**config.mk**
```make
export PLATFORM = sky130hd
export DESIGN_NAME = lsu_mem_port_flat
export DESIGN_NICKNAME = d
export VERILOG_FILES = /design/src/rtl/lsu_mem_port_if.sv /design/src/rtl/lsu_mem_port.sv /design/src/flat_wrapper.sv
export SDC_FILE = /design/constraint.sdc
export NUM_CORES = 1
export LEC_CHECK = 0
export CELL_PAD_IN_SITES_DETAIL_PLACEMENT = 0
export CELL_PAD_IN_SITES_GLOBAL_PLACEMENT = 1
export CORE_AREA = 2 2 140 108
export CTS_BUF_LIST = sky130_fd_sc_hd__clkbuf_8
export DETAILED_ROUTE_END_ITERATION = 8
export DIE_AREA = 0 0 142 110
export PLACE_DENSITY = 0.76
export SLEW_MARGIN = 10
export SYNTH_ARGS = -nofsm -noshare
export SYNTH_HDL_FRONTEND = slang
export SYNTH_SLANG_ARGS = --single-unit
```
**constraint.sdc**
```tcl
create_clock -name clk -period 2.1 [get_ports clk]
set_input_delay 0.21 -clock clk [delete_from_list [all_inputs] [get_ports clk]]
set_output_delay 0.21 -clock clk [all_outputs]
set_load 0.02 [all_outputs]
```
**src/rtl/lsu_mem_port_if.sv**
```systemverilog
// rtl/lsu_mem_port_if.sv - request/response and memory-side signal bundle for lsu_mem_port
interface lsu_mem_port_if;
  logic        req_valid;
  logic        req_ready;
  logic        req_we;
  logic [31:0] req_addr;
  logic [31:0] req_wdata;
  logic [1:0]  req_dw;
  logic        req_sign;
  logic        resp_valid;
  logic [31:0] resp_rdata;
  logic        resp_err;
  logic        resp_timeout;
  logic        mem_en;
  logic        mem_rw;
  logic [31:0] addr;
  logic [31:0] wdata;
  logic [1:0]  dw;
  logic        data_ready;
  logic [31:0] memory;

  // Environment view: requester plus memory responder.
  modport master (
    output req_valid, req_we, req_addr, req_wdata, req_dw, req_sign, data_ready, memory,
    input  req_ready, resp_valid, resp_rdata, resp_err, resp_timeout,
           mem_en, mem_rw, addr, wdata, dw
  );

  modport slave (
    input  req_valid, req_we, req_addr, req_wdata, req_dw, req_sign, data_ready, memory,
    output req_ready, resp_valid, resp_rdata, resp_err, resp_timeout,
           mem_en, mem_rw, addr, wdata, dw
  );
endinterface

```
**src/rtl/lsu_mem_port.sv**
```systemverilog
// rtl/lsu_mem_port.sv - single-outstanding load/store initiator with alignment check,
// timeout and load sign/zero extension. dw encoding: 0=byte, 1=half, 2=word.
module lsu_mem_port #(
  parameter int TIMEOUT = 16
) (
  input  logic           clk,
  input  logic           rst_n,
  lsu_mem_port_if.slave  bus
);

  localparam logic [1:0] DB = 2'd0;
  localparam logic [1:0] DH = 2'd1;
  localparam logic [1:0] DW = 2'd2;
  localparam logic [7:0] CNT_LAST = 8'(TIMEOUT - 1);

  typedef enum logic [1:0] {S_IDLE, S_REQ, S_WAIT, S_DONE} state_t;

  state_t      state_q, state_d;
  logic        mem_en_q, mem_en_d;
  logic        mem_rw_q, mem_rw_d;
  logic [31:0] addr_q, addr_d;
  logic [31:0] wdata_q, wdata_d;
  logic [1:0]  dw_q, dw_d;
  logic        sign_q, sign_d;
  logic [7:0]  cnt_q, cnt_d;
  logic        req_ready_q, req_ready_d;
  logic        resp_valid_q, resp_valid_d;
  logic        resp_err_q, resp_err_d;
  logic        resp_timeout_q, resp_timeout_d;
  logic [31:0] resp_rdata_q, resp_rdata_d;
  logic        misaligned;

  function automatic logic [31:0] extend(input logic [31:0] m, input logic [1:0] w,
                                         input logic s);
    logic [31:0] r;
    case (w)
      DB:      r = {{24{s & m[7]}}, m[7:0]};
      DH:      r = {{16{s & m[15]}}, m[15:0]};
      default: r = m;
    endcase
    return r;
  endfunction

  assign misaligned = ((bus.req_dw == DH) && bus.req_addr[0]) ||
                      ((bus.req_dw == DW) && (bus.req_addr[1:0] != 2'b00));

  always_comb begin
    state_d        = state_q;
    mem_en_d       = 1'b0;
    mem_rw_d       = mem_rw_q;
    addr_d         = addr_q;
    wdata_d        = wdata_q;
    dw_d           = dw_q;
    sign_d         = sign_q;
    cnt_d          = cnt_q;
    resp_valid_d   = 1'b0;
    resp_err_d     = 1'b0;
    resp_timeout_d = 1'b0;
    resp_rdata_d   = 32'h0;
    case (state_q)
      S_IDLE: begin
        if (bus.req_valid) begin
          if (misaligned) begin
            state_d      = S_DONE;
            resp_valid_d = 1'b1;
            resp_err_d   = 1'b1;
          end else begin
            state_d  = S_REQ;
            mem_en_d = 1'b1;
            mem_rw_d = bus.req_we;
            addr_d   = bus.req_addr;
            wdata_d  = bus.req_wdata;
            dw_d     = bus.req_dw;
            sign_d   = bus.req_sign;
          end
        end
      end
      S_REQ: begin
        if (mem_rw_q) begin
          state_d      = S_DONE;
          resp_valid_d = 1'b1;
        end else begin
          state_d = S_WAIT;
          cnt_d   = 8'd0;
        end
      end
      S_WAIT: begin
        // data_ready wins over a timeout landing in the same cycle
        if (bus.data_ready) begin
          state_d      = S_DONE;
          resp_valid_d = 1'b1;
          resp_rdata_d = extend(bus.memory, dw_q, sign_q);
        end else if (cnt_q == CNT_LAST) begin
          state_d        = S_DONE;
          resp_valid_d   = 1'b1;
          resp_timeout_d = 1'b1;
        end else begin
          cnt_d = cnt_q + 8'd1;
        end
      end
      S_DONE: state_d = S_IDLE;
      default: state_d = S_IDLE;
    endcase
    req_ready_d = (state_d == S_IDLE);
  end

  always_ff @(posedge clk or negedge rst_n) begin
    if (!rst_n) begin
      state_q        <= S_IDLE;
      mem_en_q       <= 1'b0;
      mem_rw_q       <= 1'b0;
      addr_q         <= 32'h0;
      wdata_q        <= 32'h0;
      dw_q           <= DW;
      sign_q         <= 1'b0;
      cnt_q          <= 8'd0;
      req_ready_q    <= 1'b1;
      resp_valid_q   <= 1'b0;
      resp_err_q     <= 1'b0;
      resp_timeout_q <= 1'b0;
      resp_rdata_q   <= 32'h0;
    end else begin
      state_q        <= state_d;
      mem_en_q       <= mem_en_d;
      mem_rw_q       <= mem_rw_d;
      addr_q         <= addr_d;
      wdata_q        <= wdata_d;
      dw_q           <= dw_d;
      sign_q         <= sign_d;
      cnt_q          <= cnt_d;
      req_ready_q    <= req_ready_d;
      resp_valid_q   <= resp_valid_d;
      resp_err_q     <= resp_err_d;
      resp_timeout_q <= resp_timeout_d;
      resp_rdata_q   <= resp_rdata_d;
    end
  end

  assign bus.req_ready    = req_ready_q;
  assign bus.resp_valid   = resp_valid_q;
  assign bus.resp_rdata   = resp_rdata_q;
  assign bus.resp_err     = resp_err_q;
  assign bus.resp_timeout = resp_timeout_q;
  assign bus.mem_en       = mem_en_q;
  assign bus.mem_rw       = mem_rw_q;
  assign bus.addr         = addr_q;
  assign bus.wdata        = wdata_q;
  assign bus.dw           = dw_q;

endmodule

```
**src/flat_wrapper.sv**
```systemverilog
// flat-port wrapper written by rule: the top's interface ports become plain ports
module lsu_mem_port_flat 
#(
  parameter int TIMEOUT = 16
)
  (clk, rst_n, bus_req_valid, bus_req_we, bus_req_addr, bus_req_wdata, bus_req_dw, bus_req_sign, bus_data_ready, bus_memory, bus_req_ready, bus_resp_valid, bus_resp_rdata, bus_resp_err, bus_resp_timeout, bus_mem_en, bus_mem_rw, bus_addr, bus_wdata, bus_dw);
  lsu_mem_port_if bus_i ();
  input  logic clk;
  input  logic rst_n;
  input wire logic [$bits(bus_i.req_valid)-1:0] bus_req_valid;
  input wire logic [$bits(bus_i.req_we)-1:0] bus_req_we;
  input wire logic [$bits(bus_i.req_addr)-1:0] bus_req_addr;
  input wire logic [$bits(bus_i.req_wdata)-1:0] bus_req_wdata;
  input wire logic [$bits(bus_i.req_dw)-1:0] bus_req_dw;
  input wire logic [$bits(bus_i.req_sign)-1:0] bus_req_sign;
  input wire logic [$bits(bus_i.data_ready)-1:0] bus_data_ready;
  input wire logic [$bits(bus_i.memory)-1:0] bus_memory;
  output wire logic [$bits(bus_i.req_ready)-1:0] bus_req_ready;
  output wire logic [$bits(bus_i.resp_valid)-1:0] bus_resp_valid;
  output wire logic [$bits(bus_i.resp_rdata)-1:0] bus_resp_rdata;
  output wire logic [$bits(bus_i.resp_err)-1:0] bus_resp_err;
  output wire logic [$bits(bus_i.resp_timeout)-1:0] bus_resp_timeout;
  output wire logic [$bits(bus_i.mem_en)-1:0] bus_mem_en;
  output wire logic [$bits(bus_i.mem_rw)-1:0] bus_mem_rw;
  output wire logic [$bits(bus_i.addr)-1:0] bus_addr;
  output wire logic [$bits(bus_i.wdata)-1:0] bus_wdata;
  output wire logic [$bits(bus_i.dw)-1:0] bus_dw;
  assign bus_i.req_valid = bus_req_valid;
  assign bus_i.req_we = bus_req_we;
  assign bus_i.req_addr = bus_req_addr;
  assign bus_i.req_wdata = bus_req_wdata;
  assign bus_i.req_dw = bus_req_dw;
  assign bus_i.req_sign = bus_req_sign;
  assign bus_i.data_ready = bus_data_ready;
  assign bus_i.memory = bus_memory;
  assign bus_req_ready = bus_i.req_ready;
  assign bus_resp_valid = bus_i.resp_valid;
  assign bus_resp_rdata = bus_i.resp_rdata;
  assign bus_resp_err = bus_i.resp_err;
  assign bus_resp_timeout = bus_i.resp_timeout;
  assign bus_mem_en = bus_i.mem_en;
  assign bus_mem_rw = bus_i.mem_rw;
  assign bus_addr = bus_i.addr;
  assign bus_wdata = bus_i.wdata;
  assign bus_dw = bus_i.dw;
  lsu_mem_port #(.TIMEOUT(TIMEOUT)) u_core (.clk(clk), .rst_n(rst_n), .bus(bus_i));
endmodule
```
After elaboration in Yosys (flattened, before gate mapping)
Cells that the tools add are included.

storage, ports and cells
  register bits after elaboration = 115
  logic and storage cells = 62
  output and inout port bits = 104

operators by class
  reductions and logical operators = 10
  add/sub/neg operators = 1
  eq/ne operators = 10
  bitwise operators = 3
  mux-type cells = 25

operators with widths
  cell                                            number
  2-to-1 mux 32 bit                               2
  case mux 32 bit (2 select lines)                1
  2-to-1 mux 8 bit                                3
  case mux 8 bit (2 select lines)                 1
  2-to-1 mux 1 bit                                12
  adder 8 x 1 -> 8 bit (second input constant)    1
  == test 8 x 4 -> 1 bit (second input constant)  1
  2-to-1 mux 2 bit                                4
  case mux 2 bit (4 select lines)                 1
  == test 2 x 1 -> 1 bit (second input constant)  3
  == test 2 bit (second input constant)           3
  zero test 2 bit                                 3
  != test 2 bit (second input constant)           3
  AND reduction 4 bit                             1
  nonzero test 2 bit                              2
  case mux 1 bit (3 select lines)                 1
  AND reduction 3 bit                             1
  bitwise AND 1 bit                               2
  logical AND 1 bit                               2
  logical OR 1 bit                                1
  inverter 1 bit                                  1

Longest topological paths before layout
Gate-level depths: netlist of the first run.

  depth after elaboration = 7
  mapped depth = 8

Worst setup path after synthesis of the first run
OpenSTA, ideal clock, no wires.

  path type = register to register
  start = register u_core.state_q[0]
  end = register u_core.cnt_q[5]
  slack = 180 ps
  path buffers = 2
  stages on the path, launching flop included = 9
  required time = 1975 ps
  arrival time = 1795 ps
  setup time = 125 ps
  path through = dfrtp_1 -> inv_1 -> ha_1 -> buf_6 -> a22oi_4 -> o31ai_2 -> buf_6 -> nor4_2 -> mux2_4

between the ends
  longest elaborated chain between the ends = 3

RTL lines
  element                                                               RTL line             RTL
  start, declared                                                       lsu_mem_port.sv:18   state_t state_q, state_d;
  start signal, assigned                                                lsu_mem_port.sv:123  state_q <= state_d;
  == test 2 bit or == test 2 x 1 -> 1 bit (tied branches)               lsu_mem_port.sv:60   case (state_q)
  != test 2 bit (no source line) or nonzero test 2 bit (tied branches)  --
  AND reduction 4 bit (no source line)                                  --
  end signal, assigned                                                  lsu_mem_port.sv:130  cnt_q <= cnt_d;
  end, declared                                                         lsu_mem_port.sv:25   logic [7:0] cnt_q, cnt_d;

Several ways; a longest one is shown, not always the timed one.
A chain may end at the register's enable or synchronous reset.

Final worst setup path of the first run
  start = register u_core.state_q[0]
  end = register u_core.cnt_q[3]

Same word-level chain as after synthesis.

==> flow_summary.toml, run 1 <==
[run_status]
run_status = "finished, final reports clean"

[power]
share_clk_of_total_power_pct = 21.0
power.net_switching_uw = 3740
cellInternalPower_uw = 6960
total_leakage_power_uw = 0.00320
power.share.switching_pct = 35.0
power_density_nw_per_um2 = 1460
power.sequential.fraction_pct = 33.4
totalPowerFinal_uw = 10700
ir_worst_vdd_uv = 582
combPwrFrac_pct = 45.6

[logic_synthesis]
syn-num-nets = 438
ys_seq_elements = 115
syn_area_um2 = 4580
ys.warnings.count = 0
most_frequently_used_flop_master_after_synthesis = "sky130_fd_sc_hd__dfrtp_1"
synthDistinctLibCells = 39
synthesis.area_per_instance_um2 = 13.9
synthesized_netlist_cell_count = 329
yosysSeqAreaShare_pct = 62.9
ys_async_sr_fraction_pct = 100
synth-edff-count = 0

[critical_path]
timing.rr.end = "u_core.cnt_q[3]"
worst_ep_required_time_ns = 2.45
cp_launch_type = "register"
worstPathCellList = "inv_1 -> ha_1 -> buf_4 -> a22oi_4 -> o31ai_4 -> or4_1 -> a21oi_1"
worstPathMaxFanout = 11
critPathMaxStageDelay_ns = 0.53
path_buf_inv = 2
ff2ff_path_depth = 7
timing.reg2reg.setup_slack_ns = 0.15
worst_path_dominant_cell_family = "compound AO/OA/AOI/OAI gates"
launching_point_of_the_worst_reg2reg_path = "u_core.state_q[0]"
cp.arrival_ns = 2.30
cp_slowest_cell = "sky130_fd_sc_hd__or4_1"
critical_setup_path_kind = "register to register"
critical_path.endpoint_type = "register"

[timing]
setup_total_negative_slack_ns = 0
max_freq_mhz = 513
fin_crit_sh_pct = 92.9
finalMaxSlewViolations = 0
transition_time_at_the_pin_with_the_least_slew_margin_ns = 0.666
worst_hold_slack_ns = 0.317
rsz0062_at_grt = "false"
finalSetupViolCount = 0
report.final.hold_viol_count = 0
clock-skew-final_ns = 0.00820
timing.final.crit_period_ns = 1.95
timing.max_slew.rel_slack_pct = 55.4

[finish]
layout_commonest_cell = "sky130_fd_sc_hd__clkdlybuf4s50_1"
layoutNonFillerInstCount = 746
n_antenna_cell = 0
num-nets-final = 662
flow.area_growth_from_synthesis_pct = 60.3
final_layout_size_suffix_gt1_share_pct = 22.4
layout.cells.most_common_list = "sky130_fd_sc_hd__clkdlybuf4s50_1 (206), sky130_fd_sc_hd__dfrtp_1 (113), sky130_fd_sc_hd__mux2_2 (60), sky130_fd_sc_hd__a21oi_1 (30), sky130_fd_sc_hd__inv_1 (20)"
filler_cell_count = 1220

[clock_tree]
library_cell_used_as_clock_root_buffer = "sky130_fd_sc_hd__clkbuf_8"
clkSinkCount = 115
htreeDepth = 4
postCtsSetupRepairBufs = 0
worst_setup_hold_path_clk_slew_ns = 0.07
insertion_delay_ns = 0.43
cts_inserted_buffers = 17
cts_tree = "yes"
cts_buffer_depth = 2

[min_path]
hold_crit_path_type = "input pin to async pin"

[drt]
dr.pass1.iters = 6
drt_iter0_markers = 107
post_drt_wl_per_cell_um = 16.0
total_wirelength_of_the_detailed_routed_design_mm = 11.9
via_to_cell_ratio = 4.55
post_detailed_route_drc_marker_count = 0
ant_nets = 0
num_vias = 3396

[die]
floorplan.die.width_um = 142
starting_density_of_the_core_pct = 32.2
dieHeight_um = 110
coreArea_um2 = 14200
fp.dieArea_um2 = 15600
core.rowCount = 38
io_pins = 208

[global_route]
globalRoute.totalOverflow = 0
grt_first_pass_wirelength_mm = 18.8
first_global_vias = 3596
grt_antenna_before_repair = 0
globalRouteTotalUtil_pct = 15.8
grt_start_max_net_pins = 57

[placed_design]
io_buffer_count = 207
globalplace.congestion = 0.747
dp_hpwl_mm = 8.76
place.detailed.instances = 713

[job]
max_cap_violations = 0
==> per-stage QoR <==
stage | util [%] | setup slack (ns) | cell area [µm²]
final | 51.7 | 0.149 | 7340
after global routing | 51.7 | 0.000974 | 7340
after CTS | 51.6 | 0.00669 | 7330
after detailed placement | 48.5 | -0.00268 | 6890
after global placement | 48.5 | 0.0371 | 6890
after floorplan | - | 0.180 | 4580
==> layer usage <==
metal  share of wire, %  GRT usage, %
met1                 42          19.0
met5                  0             0
met3                6.4          4.23
met2                 49          26.4
met4                2.2          8.36
==> how the worst max path moves through the flow <==
stage / from / end / slack (ns) / depth (start not counted)
5_1_grt: u_core.state_q[0] / u_core.cnt_q[3] / 0.001 / 7
3_3_place_gp: bus_req_dw[0] / u_core.bus.mem_rw / 0.04 / 6
4_1_cts: u_core.cnt_q[5] / u_core.cnt_q[5] / 0.007 / 4
3_5_place_dp: bus_req_dw[0] / u_core.bus.addr[13] / -0.003 / 6
6_report: u_core.state_q[0] / u_core.cnt_q[3] / 0.15 / 7
2_1_floorplan: u_core.state_q[0] / u_core.cnt_q[5] / 0.18 / 8
==> registers in the layout, summed over array words and instances, names as in the netlist <==
| name | cells |
|---|---|
| u_core.sign_q | 1 |
| u_core.bus.req_ready | 1 |
| u_core.bus.mem_rw | 1 |
| u_core.state_q | 2 |
| u_core.bus.wdata | 32 |
| u_core.cnt_q | 8 |
| u_core.bus.dw | 2 |
| u_core.bus.resp_err | 1 |
| u_core.bus.resp_valid | 1 |
| u_core.bus.addr | 32 |
| u_core.bus.resp_timeout | 1 |
| u_core.bus.mem_en | 1 |
| u_core.bus.resp_rdata | 32 |
==> cells in the mapped netlist (all sizes together) (3+ instances only) <==
cell    instances  area (µm²)
a21oi          30         150
o31ai           5        42.5
nand3           5        25.0
nor2            8        30.0
buf            12         115
and3            9        56.3
clkbuf          6        22.5
or2             3        18.8
inv            19        71.3
o21ai          13        65.1
dfrtp         113        2830
mux2           70         826
ha              5        62.6
nand2           6        22.5
==> logic make-up after synthesis <==
logic type                 count (synthesis)  synth area share, %
DFF                                      115                 62.9
muxes                                     70                 18.0
and+or+nand+nor                           45                 5.57
AOI/OAI and AO/OA                         56                 7.40
xor gates and xnor gates                   1                0.191
buffers and inverters                     37                 4.56
adders and majority gates                  5                 1.37
==> power groups by stage <==
stage	combinational [µW]	clock, µW	sequential [µW]
2_1_floorplan	1600	0	4590
3_3_place_gp	4820	0	3590
3_5_place_dp	4900	0	3630
4_1_cts	4920	2310	3590
5_1_grt	5200	2420	3700
6_report	4880	2250	3580
==> what timing repair did <==
| action | CTS | global route |
|---|---|---|
| endpoints found under the hold margin | 35 | 0 |
| resized for setup | 0 | 1 |
| setup endpoints to repair | 0 | 3 |
| hold buffers | 1 | 0 |
==> final cells by class <==
type | instances | area, µm² | share of cell area, %
Sequential cell | 115 | 2880 | 39.2
Inverter | 19 | 71.3 | 0.971
Timing Repair Buffer | 223 | 2230 | 30.4
Clock buffer | 18 | 248 | 3.37
Clock inverter | 14 | 188 | 2.56
Tap cell | 180 | 225 | 3.07
Multi-Input combinational cell | 177 | 1500 | 20.4
==> worst register-to-register path: cells and delay by family, from the launching register on <==
kind	cells	cell delay (ns)
AOI/OAI and AO/OA	3	0.55
adders and majority gates	1	0.21
buffers and inverters	2	0.24
DFF	1	0.35
and+or+nand+nor	1	0.53
Note: power is estimated with default switching activity, not from simulation.
==> run 2, diff against run 1 <==
--- a/config.mk
+++ b/config.mk
@@ -5,13 +5,12 @@
 export SDC_FILE = /design/constraint.sdc
 export NUM_CORES = 1
 export LEC_CHECK = 0
-export CELL_PAD_IN_SITES_DETAIL_PLACEMENT = 0
-export CELL_PAD_IN_SITES_GLOBAL_PLACEMENT = 1
-export CORE_AREA = 2 2 140 108
+export CORE_AREA = 2 2 160 123
 export CTS_BUF_LIST = sky130_fd_sc_hd__clkbuf_8
 export DETAILED_ROUTE_END_ITERATION = 8
-export DIE_AREA = 0 0 142 110
-export PLACE_DENSITY = 0.76
+export DIE_AREA = 0 0 162 125
+export GPL_ROUTABILITY_DRIVEN = 0
+export PLACE_DENSITY = 0.48
 export SLEW_MARGIN = 10
 export SYNTH_ARGS = -nofsm -noshare
 export SYNTH_HDL_FRONTEND = slang
==> run 2 against run 1 <==
Via count rose by 2.2%. Sequential share of layout area down 0.59 points. Non-clock buffer count increased by 2. Final cell count rose by 10%. Sequential power hardly changed. Die area up 30%. First-iteration DRC count increased by 49%. Hold slack got worse by 0.098 ns. Flip-flop and latch count stayed put. Clock power is 3% higher. Clock skew rose by 0.0039 ns. Critical path type unchanged. Critical endpoint is now u_core.cnt_q[5]. Highest routed layer unchanged.
==> flow_summary.toml, run 2 (synthesis gave the netlist of run 1 again) <==
[run_status]
run_status = "finished, final reports clean"

[critical_path]
cp_slowest_cell = "sky130_fd_sc_hd__dfrtp_1"
cp.depth = 7
critPathMaxStageDelay_ns = 0.39
launching_point_of_the_worst_reg2reg_path = "u_core.state_q[0]"
worstPathCellList = "inv_1 -> ha_1 -> a22oi_4 -> o31ai_2 -> buf_4 -> nor4_2 -> mux2_4"
worst_ep_required_time_ns = 2.41
cp_launch_type = "register"
critical_path.endpoint_type = "register"
critical_setup_path_kind = "register to register"
cp.arrival_ns = 2.32
worstPathMaxFanout = 11
crit_start = "u_core.state_q[0]"
path_buf_inv = 2
ff2ff_path_depth = 7
worst_path_dominant_cell_family = "flip-flops"

[timing]
fin_crit_sh_pct = 95.7
timing.final.crit_period_ns = 2.01
clock-skew-final_ns = 0.0121
rsz0062_at_grt = "false"
finalSetupViolCount = 0
report.final.hold_viol_count = 0
worst_hold_slack_ns = 0.219
finalMaxSlewViolations = 0
timing.max_slew.rel_slack_pct = 66.9
max_freq_mhz = 498
transition_time_at_the_pin_with_the_least_slew_margin_ns = 0.494

[global_route]
grt_first_pass_wirelength_mm = 20.1
globalRouteTotalUtil_pct = 13.0
globalRoute.totalOverflow = 0
grt_start_max_net_pins = 65
first_global_vias = 3648
grt_antenna_before_repair = 0

[clock_tree]
worst_setup_hold_path_clk_slew_ns = 0.07
cts_tree = "yes"
htreeDepth = 4
cts_buffer_depth = 2
cts_inserted_buffers = 17
cts-resized-gates = 0
insertion_delay_ns = 0.43
library_cell_used_as_clock_root_buffer = "sky130_fd_sc_hd__clkbuf_8"
clkSinkCount = 115

[job]
max_cap_violations = 0

[finish]
layout.cells.most_common_list = "sky130_fd_sc_hd__clkdlybuf4s50_1 (206), sky130_fd_sc_hd__dfrtp_1 (113), sky130_fd_sc_hd__mux2_2 (60), sky130_fd_sc_hd__a21oi_1 (30)"
layoutNonFillerInstCount = 821
layout_commonest_cell = "sky130_fd_sc_hd__clkdlybuf4s50_1"
filler_cell_count = 1811
n_antenna_cell = 0
flow.area_growth_from_synthesis_pct = 62.8
seq_area_um2 = 2880
final_layout_size_suffix_gt1_share_pct = 22.5
multi_input_comb_area_um2 = 1500
num-nets-final = 664

[drt]
drt_iter0_markers = 159
total_wirelength_of_the_detailed_routed_design_mm = 12.8
num_vias = 3471
ant_nets = 0
post_drt_wl_per_cell_um = 15.6
dr.pass1.iters = 4
post_detailed_route_drc_marker_count = 0
via_to_cell_ratio = 4.23

[die]
io_pins = 208
dieHeight_um = 125
core.rowCount = 44
starting_density_of_the_core_pct = 24.3
floorplan.die.width_um = 162
fp.dieArea_um2 = 20300
coreArea_um2 = 18800

[power]
total_leakage_power_uw = 0.00323
power_density_nw_per_um2 = 1450
totalPowerFinal_uw = 10800
ir_worst_vdd_uv = 643

[min_path]
hold_crit_path_type = "input pin to async pin"

[placed_design]
dp_hpwl_mm = 9.22
io_buffer_count = 207
place.detailed.instances = 787
## run 2: timing repair
item | 4_1_cts | 5_1_grt
hold endpoints to repair | 21 | 0
buffers inserted | 0 | 1
endpoints found under the setup margin | 0 | 2
hold buffers | 1 | 0
## run 2: through the flow
stage	worst slack, ns	area, µm²	setup TNS (ns)	util, %
global route	0.00725	7460	0	39.6
CTS	0.0496	7450	0	39.6
finish	0.0907	7460	0	39.6
detailed placement	-0.0168	6990	-0.249	37.1
floorplan	0.180	4580	0	-
global placement	0.0516	6990	0	37.1
## run 2: layout make-up
cell class,count,share of cell area (%)
flip-flops and latches,115,38.6
inverters,19,0.957
multi-input cells,177,20.1
repair buffers,225,30.1
clock buffers,21,3.88
well taps,253,4.25
clock inverters,11,2.11
## run 2: final timing paths
check / endpoint / slack (ns)
setup reg to reg: u_core.cnt_q[5] / 0.09
min in group clk: u_core.bus.resp_rdata[24] / 0.33
max in group asynchronous: u_core.bus.dw[1] / 1.13
setup / recovery: u_core.cnt_q[5] / 0.09
hold reg to reg: u_core.bus.wdata[13] / 0.51
hold / removal: u_core.bus.addr[6] / 0.22
## run 2: where the power goes
group / switching, µW / internal (µW) / leakage [µW] / total [µW]
Sequential: 453 / 3110 / 0.00144 / 3560
Clock: 900 / 1410 / 0.000230 / 2310
Combinational: 2370 / 2570 / 0.00156 / 4940
## run 2: routing by layer
layer	global-route usage, %	vias to the layer above	part of all wire [%]
met1	15.7	1705	43
met4	4.06	0	1.5
met2	20.6	149	46
met5	0	-	0
met3	5.97	13	9.5
li1	-	1604	-
